## src/rtl/uart_tx_rr_sched.sv

```systemverilog
// Round-robin arbiter plus 8N1 framer sharing one UART TX line between NREQ byte producers.
// Bit transitions follow rising edges of clkUtx; arbitration runs in any IDLE cycle with a pending req.
module uart_tx_rr_sched #(
    parameter int NREQ      = 3,
    parameter int IDW       = 2,
    parameter int STOP_BITS = 1,
    parameter int GAP_BITS  = 0
) (
    input  logic                clk10mhz,
    input  logic                rst_n,
    input  logic                clkUtx,
    input  logic [NREQ-1:0]     req,
    input  logic [NREQ*8-1:0]   data,
    output logic [NREQ-1:0]     ack,
    output logic [IDW-1:0]      grant_id,
    output logic                busy,
    output logic                txd,
    output logic                frame_done
);

    typedef enum logic [2:0] {
        IDLE,
        WAIT,
        START,
        DATA,
        STOP,
        GAP
    } state_t;

    localparam logic [2:0] STOP_LAST = 3'(STOP_BITS - 1);
    localparam logic [2:0] GAP_LAST  = (GAP_BITS > 0) ? 3'(GAP_BITS - 1) : 3'd0;

    state_t           state, state_nxt;
    logic             clkutx_d;
    logic             tick;
    logic [2:0]       cnt, cnt_nxt;
    logic [7:0]       shreg, shreg_nxt;
    logic [IDW-1:0]   last_grant, last_grant_nxt;
    logic [IDW-1:0]   grant_id_nxt;
    logic [NREQ-1:0]  ack_nxt;
    logic             txd_nxt;
    logic             frame_done_nxt;

    logic             pick_valid;
    logic [IDW-1:0]   pick_id;
    logic [NREQ-1:0]  pick_onehot;
    logic [7:0]       pick_byte;

    assign tick = clkUtx & ~clkutx_d;
    assign busy = (state != IDLE);

    // Requester i has priority distance (i - last_grant - 1) mod NREQ; the smallest pending one wins.
    always_comb begin : rr_pick
        int best_d;
        int d;
        best_d      = NREQ;
        d           = 0;
        pick_valid  = 1'b0;
        pick_id     = '0;
        pick_onehot = '0;
        pick_byte   = '0;
        for (int i = 0; i < NREQ; i++) begin
            d = i - int'(last_grant) - 1;
            if (d < 0) begin
                d = d + NREQ;
            end
            if (req[i] && (d < best_d)) begin
                best_d         = d;
                pick_valid     = 1'b1;
                pick_id        = IDW'(i);
                pick_onehot    = '0;
                pick_onehot[i] = 1'b1;
                pick_byte      = data[8*i +: 8];
            end
        end
    end

    // NOTE: every output of this block gets a default first, so no path can leave one unassigned
    // and infer a latch.
    always_comb begin
        state_nxt      = state;
        cnt_nxt        = cnt;
        shreg_nxt      = shreg;
        txd_nxt        = txd;
        ack_nxt        = '0;
        grant_id_nxt   = grant_id;
        last_grant_nxt = last_grant;
        frame_done_nxt = 1'b0;

        case (state)
            IDLE: begin
                txd_nxt = 1'b1;
                if (pick_valid) begin
                    shreg_nxt      = pick_byte;
                    grant_id_nxt   = pick_id;
                    last_grant_nxt = pick_id;
                    ack_nxt        = pick_onehot;
                    state_nxt      = WAIT;
                end
            end
            WAIT: begin
                if (tick) begin
                    txd_nxt   = 1'b0;
                    state_nxt = START;
                end
            end
            START: begin
                if (tick) begin
                    txd_nxt   = shreg[0];
                    shreg_nxt = {1'b0, shreg[7:1]};
                    cnt_nxt   = 3'd0;
                    state_nxt = DATA;
                end
            end
            DATA: begin
                if (tick) begin
                    if (cnt == 3'd7) begin
                        txd_nxt   = 1'b1;
                        cnt_nxt   = 3'd0;
                        state_nxt = STOP;
                    end else begin
                        txd_nxt   = shreg[0];
                        shreg_nxt = {1'b0, shreg[7:1]};
                        cnt_nxt   = cnt + 3'd1;
                    end
                end
            end
            STOP: begin
                if (tick) begin
                    if (cnt == STOP_LAST) begin
                        frame_done_nxt = 1'b1;
                        cnt_nxt        = 3'd0;
                        state_nxt      = (GAP_BITS == 0) ? IDLE : GAP;
                    end else begin
                        cnt_nxt = cnt + 3'd1;
                    end
                end
            end
            GAP: begin
                txd_nxt = 1'b1;
                if (tick) begin
                    if (cnt == GAP_LAST) begin
                        state_nxt = IDLE;
                    end else begin
                        cnt_nxt = cnt + 3'd1;
                    end
                end
            end
            default: begin
                txd_nxt   = 1'b1;
                state_nxt = IDLE;
            end
        endcase
    end

    // NOTE: registered state uses non-blocking assignments so every flop samples pre-edge values.
    // clkutx_d resets high so a baud clock that is already high at release is not seen as a tick.
    always_ff @(posedge clk10mhz) begin
        if (!rst_n) begin
            state      <= IDLE;
            clkutx_d   <= 1'b1;
            cnt        <= 3'd0;
            shreg      <= 8'd0;
            last_grant <= IDW'(NREQ - 1);
            grant_id   <= '0;
            ack        <= '0;
            txd        <= 1'b1;
            frame_done <= 1'b0;
        end else begin
            state      <= state_nxt;
            clkutx_d   <= clkUtx;
            cnt        <= cnt_nxt;
            shreg      <= shreg_nxt;
            last_grant <= last_grant_nxt;
            grant_id   <= grant_id_nxt;
            ack        <= ack_nxt;
            txd        <= txd_nxt;
            frame_done <= frame_done_nxt;
        end
    end

endmodule
```

## config.mk

```make
export PLATFORM = sky130hd
export DESIGN_NAME = uart_tx_rr_sched
export DESIGN_NICKNAME = d
export VERILOG_FILES = /design/src/rtl/uart_tx_rr_sched.sv
export SDC_FILE = /design/constraint.sdc
export NUM_CORES = 1
export LEC_CHECK = 0
export ABC_AREA = 1
export CORE_ASPECT_RATIO = 0.8
export CORE_UTILIZATION = 35
export DETAILED_ROUTE_END_ITERATION = 6
export HOLD_SLACK_MARGIN = 0.12
export PLACE_DENSITY_LB_ADDON = 0.12
export REMOVE_ABC_BUFFERS = 1
export SYNTH_ARGS = -nofsm -noshare
export SYNTH_HDL_FRONTEND = slang
export SYNTH_SLANG_ARGS = --single-unit
```

## constraint.sdc

```tcl
create_clock -name clk10mhz -period 4.9 [get_ports clk10mhz]
set_clock_uncertainty 0.15 [all_clocks]
set_input_delay 0.49 -clock clk10mhz [delete_from_list [all_inputs] [get_ports clk10mhz]]
set_output_delay 0.49 -clock clk10mhz [all_outputs]
set_load 0.01 [all_outputs]
```

# After elaboration in Yosys (flattened, before gate mapping)
# Index checks and enable logic that the tools add are counted.
[totals]
ff_bits = 24
output_inout_bits = 8
elab_cells = 111
[op_classes]
n_addsub = 10
order_cmp = 6
eq_ne = 17
muxes = 43
bitwise_logic = 6
n_reduce_logical = 18
[op_table]
columns = ["operator", "n"]
rows = [
  ["2-to-1 mux 32 bit", 5],
  ["less-than comparator 32 bit", 2],
  ["2-to-1 mux 8 bit", 7],
  ["2-to-1 mux 3 bit", 16],
  ["less-than comparator 32 x 3 -> 1 bit (second input constant)", 1],
  ["one-hot mux 8 bit (3 select lines)", 1],
  ["inequality test 2 bit (second input constant)", 9],
  ["adder 4 x 3 -> 5 bit (second input constant)", 3],
  ["one-hot mux 3 bit (5 select lines)", 1],
  ["less-than comparator 4 x 1 -> 1 bit (second input constant)", 3],
  ["one-hot mux 3 bit (4 select lines)", 1],
  ["subtractor 3 x 2 -> 4 bit (second input constant)", 3],
  ["2-to-1 mux 1 bit", 10],
  ["equality test 3 bit (second input constant)", 3],
  ["AND reduction 7 bit", 1],
  ["equality test 3 x 2 -> 1 bit (second input constant)", 2],
  ["logical NOT 3 bit", 2],
  ["AND reduction 3 bit", 2],
  ["AND reduction 6 bit", 1],
  ["nonzero test 3 bit", 2],
  ["subtractor 1 x 2 -> 3 bit (first input constant)", 2],
  ["NOT 1 bit", 5],
  ["AND reduction 5 bit", 1],
  ["OR reduction 5 bit", 1],
  ["13 further kinds", 16],
]

# Logic depth before layout (Yosys ltp)
[depth]
depth_word = 15
mapped_depth = 27
depth_no_buf = 26

# Least setup slack after synthesis
# No wires, ideal clock.
[synth_path]
path_type = "reg-to-reg"
startpoint = "register, netlist name grant_id[0]"
endpoint = "register shreg[0]"
setup_time_ns = 0.113
arrival_ns = 3.366
t_required_ns = 4.637
slack_ns = 1.271
path_stages_with_launch = 26
n_path_buf = 2
period_less_slack_ns = 3.629
path_cell_list = "dfxtp_1 > inv_2 > ha_1 > nand2_1 > inv_1 > ha_1 > nand2_1 > nand2_1 > nand2_1 > nand2_1 > nand2_2 > nand2_2 > inv_1 > buf_2 > nor2_1 > a21oi_1 > ha_1 > a2111oi_0 > nand2_2 > nand2_4 > nand2_4 > nand3_4 > buf_6 > nand3_1 > nor2_1 > nor2_1"
[synth_lines]
columns = ["element", "line", "text"]
rows = [
  ["to (signal assigned)", "173", "shreg <= shreg_nxt;"],
  ["to (decl)", "37", "logic [7:0] shreg, shreg_nxt;"],
]

# Worst setup path after layout
[layout_path]
startpoint = "register last_grant[1]"
endpoint = "register shreg[1]"
[layout_between]
elab_chain_len = 15
[layout_rtl]
columns = ["element", "line", "text"]
rows = [
  ["from (decl)", "38", "logic [IDW-1:0] last_grant, last_grant_nxt;"],
  ["from (signal assigned)", "164", "last_grant <= IDW'(NREQ - 1);"],
  ["from (signal assigned)", "174", "last_grant <= last_grant_nxt;"],
  ["subtractor 1 x 2 -> 3 bit", "63", "d = i - int'(last_grant) - 1;"],
  ["subtractor 3 x 2 -> 4 bit", "63", ""],
  ["adder 4 x 3 -> 5 bit / less-than comparator 4 x 1 -> 1 bit (equally long branches)", "65, 64", ""],
  ["2-to-1 mux 32 bit", "64", "if (d < 0) begin"],
  ["less-than comparator 32 x 3 -> 1 bit", "67", "if (req[i] && (d < best_d)) begin"],
  ["logical AND 1 bit", "67", ""],
  ["2-to-1 mux 32 bit", "67", ""],
  ["less-than comparator 32 bit", "67", ""],
  ["logical AND 1 bit", "67", ""],
  ["2-to-1 mux 32 bit", "67", ""],
  ["less-than comparator 32 bit", "67", ""],
  ["logical AND 1 bit", "67", ""],
  ["2-to-1 mux 1 bit / 2-to-1 mux 8 bit (equally long branches)", "67", ""],
  ["inequality test 2 bit (no source line) / 2-to-1 mux 8 bit (equally long branches)", "--", ""],
  ["AND reduction 5 bit (no source line) / one-hot mux 8 bit (3 select lines) (equally long branches)", "--", ""],
]
# Several ways; a longest one is shown, not always the timed one. The select of a mux whose other input is x is not followed.
# A chain may end at the register's enable or synchronous reset.

==> summary.md <==
| Metric | Value |
|---|---|
| Diodes inserted | 0 |
| Mean Syn Cell Area | 6.248 sq um |
| Initial Util | 0.3660 |
| Number of levels in the clock H-tree | 1 |
| Most frequent cell after synthesis | sky130_fd_sc_hd__nand2_1 |
| Number of DRC violations after detailed routing | 0 |
| Unrepaired setup endpoints after global routing | false |
| Headroom to the max-slew limit | 0.6027 |
| Worst-case reg-to-reg path depth | 25 |
| Beginning of the worst hold path | txd |
| Reported leakage power | 0.001192 uW |
| Footprint of the multi-input gates | 1145 sq um |
| Synthesis Warnings | 0 |
| Latest clock arrival within the worst-skew pair | 0.26 ns |
| Clock tree from TritonCTS | built |
| Final Hold Fails | 0 |
| Max Clk Rate | 0.2342 GHz |
| Half-perimeter wire length after detailed placement | 3201 um |
| Total negative setup slack | 0 ns |
| Clock buffers created by TritonCTS | 3 |
| Drt first pass iters | 4 |
| Crit path max fanout | 16 |
| Floorplan die area | 5562 sq um |
| Final cell area excluding filler cells | 2293 sq um |
| Wire length per cell after detailed routing | 10.73 um |
| Top cells by count, synth | sky130_fd_sc_hd__nand2_1 (74), sky130_fd_sc_hd__nor2_1 (51), sky130_fd_sc_hd__inv_1 (47) |
| Final RePlAce weighted congestion | 0.8468 |
| Hold buffers post-CTS | 0 |
| Worst-case register-to-register setup slack | 0.63 ns |
| # nets final | 380 |
| Post-synth ARST share | 0 |
| Number of cells upsized or downsized after cts | 0 |
| Status | finished clean |
| Period utilization | 0.8716 |
| Worst supply voltage drop on vdd | 0.2668 mV |
| IO buf count | 37 |
| Worst slew pin tran | 0.5941 ns |
| Clock slew at the register clock pins of the worst setup and hold paths | 0.08 ns |
| Footprint of the flip-flops and latches | 460.4 sq um |
| All-Layer GR Usage | 0.1612 |
| Number of antenna-violating nets in the routed design | 0 |
| Metal-1 WL | 2260 um |
| Number of synthesized register bits | 23 |
| Number of placed I/O pins | 38 |
| Num rows | 23 |
| Number of max-slew violations in the final report | 0 |
| Nature of the critical path startpoint | flip-flop |
| Cell area after synthesis | 1843 sq um |
| Ratio of total power to cell area | 469.6 nW/um^2 |
| CORE AREA | 5036 sq um |
| Clock Tree Buf Depth | 2 |
| Global-route wire length before repair | 7327 um |
| Top layer used by detailed routing | met4 |
| Min Tclk post-route | 4.271 ns |
| Share of layout cells above drive strength 1 | 0.04242 |
| Capturing point of the worst reg2reg path | shreg[1] |
| Root buffer cell | sky130_fd_sc_hd__clkbuf_8 |
| Top post-synthesis cells by area | sky130_fd_sc_hd__dfxtp_1 (25%), sky130_fd_sc_hd__nand2_1 (15%), sky130_fd_sc_hd__ha_1 (13%), sky130_fd_sc_hd__nor2_1 (10%), sky130_fd_sc_hd__inv_1 (9.6%) |
| Crit end category | flip-flop |
| Largest net degree at the start of global routing | 17 |
| Total wire length after detailed routing | 4206 um |
| Leading register cell type out of synthesis | sky130_fd_sc_hd__dfxtp_1 |
| Vias per cell | 4.635 |
| Met3 Wirelength | 177 um |
| Vias in the first global route | 1,687 |
| Hold Path Depth | 1 |
| Placed Instance Area | 2248 sq um |
| Total overflow reported by the global router | 0 |
| Type of the setup path with the least slack | reg2reg |
| Number of violations reported at the end of detailed-routing iteration 0 | 87 |
| Total setup buffers inserted after CTS | 0 |
| Part of the Yosys area used for sequential elements | 0.2498 |
| Path type of the worst min-delay path | reg2reg |
| CP Data Arrival Time | 4.32 ns |
| Hold endpoint | txd |
| Reported max-cap violation count | 0 |
| Worst R2R Start | last_grant[1] |
| Via count | 1,817 |
| Number of endpoints failing setup at the final stage | 0 |
| Layout filler cell count | 536 |
| Cell accounting for the most synthesized area | sky130_fd_sc_hd__dfxtp_1 |
| Number of enable flip-flop cells after synthesis | 0 |
| Post-synthesis to final-layout area growth | 24.44% |
| Synth cell types | 27 |
| Number of instances in the synthesized netlist | 295 |
| Wire length on met2 | 1759 um |
| Overall die height | 66.91 um |
| Antenna violations before repair | 0 |
| Yosys top cell area share | 0.2498 |
| Worst path required time | 4.95 ns |
| Die X-Extent | 83.13 um |
| Clk sink count | 23 |
cell usage in the layout, fill, tap and decap left out, drive strengths merged, types with 4 or more instances in the layout:
cell / synthesis / routed
nand2: 80 / 80
nor2: 53 / 53
inv: 48 / 48
clkdlybuf4s50: 0 / 37
nand3: 24 / 24
dfxtp: 23 / 23
ha: 19 / 19
a21oi: 13 / 13
a22o: 8 / 8
o21ai: 7 / 7
clkbuf: 0 / 4
metrics by stage:
stage               setup slack, ns  hold slack, ns  std cells  utilization  total power (uW)
finish                       0.6292          0.3188        392       0.4554              1077
detailed placement           0.3950          0.3036        388       0.4465             963.5
floorplan                     1.168          0.3353        288            -             783.0
global route                0.08510          0.3379        392       0.4554              1212
global placement             0.6066          0.2970        388       0.4465             962.4
CTS                          0.5966          0.3224        392       0.4554              1086
power by group:
part           internal [uW]  leakage, uW  total (uW)  switching [uW]
sequential               237     0.000189         273            36.0
combinational            259     0.000980         688             429
clock                   58.0    0.0000228         116            58.1
total                    554      0.00119        1080             523
flip-flops by register name, indices dropped and copies added (netlist names):
signal	flops
ack	3
clkutx_d	1
cnt	3
frame_done	1
grant_id	2
last_grant	1
shreg	8
state	3
txd	1
per-layer routing:
layer  GRT usage  vias to the layer above
li1            -                      987
met1      0.2110                      792
met2      0.2777                       36
met3     0.03841                        2
met4     0.01940                        0
met5           0                        -
worst max path at each step:
stage               slack, ns     endpoint          start
finish                   0.63     shreg[1]  last_grant[1]
detailed placement       0.39     shreg[7]         req[0]
floorplan                1.17     shreg[7]    grant_id[0]
global route             0.09     shreg[7]  last_grant[1]
CTS                      0.60     shreg[1]  last_grant[1]
global placement         0.61  grant_id[0]         req[0]
cell families after synthesis:
logic type	Yosys count	share of synthesized area
xor+xnor	1	0.004753
other cells	1	0.002035
flops	23	0.2498
simple gates	158	0.3625
compound gates	35	0.1208
buf+inv	58	0.1310
fa+ha+maj	19	0.1290
final cells by class:
class,instances,share of cell area
Multi-Input combinational cell,215,0.4992
Inverter,50,0.08183
Timing Repair Buffer,38,0.1648
Clock buffer,4,0.01964
Sequential cell,23,0.2008
Tap cell,62,0.03382
critical path: stages (launching register included):
cell                        delay (ns)
sky130_fd_sc_hd__dfxtp_1          0.44
sky130_fd_sc_hd__inv_1            0.13
sky130_fd_sc_hd__ha_1             0.33
sky130_fd_sc_hd__nand2_1          0.08
sky130_fd_sc_hd__inv_1            0.06
sky130_fd_sc_hd__ha_1             0.26
sky130_fd_sc_hd__nand2_1          0.05
sky130_fd_sc_hd__nand2_1          0.05
sky130_fd_sc_hd__nand2_1          0.04
sky130_fd_sc_hd__nand2_1          0.06
sky130_fd_sc_hd__nand2_2          0.06
sky130_fd_sc_hd__nand2_2          0.07
sky130_fd_sc_hd__inv_1            0.19
sky130_fd_sc_hd__nor2_2           0.40
sky130_fd_sc_hd__nand2_1          0.11
sky130_fd_sc_hd__ha_1             0.29
sky130_fd_sc_hd__inv_1            0.04
sky130_fd_sc_hd__a2111oi_0        0.43
sky130_fd_sc_hd__nand2_2          0.13
sky130_fd_sc_hd__nand2_4          0.18
sky130_fd_sc_hd__nand2_4          0.09
sky130_fd_sc_hd__nand3_4          0.16
sky130_fd_sc_hd__nand2_2          0.15
sky130_fd_sc_hd__nand2_1          0.09
sky130_fd_sc_hd__nand2_1          0.05
sky130_fd_sc_hd__nor2_1           0.09
Power figures use the tool's default switching activity.
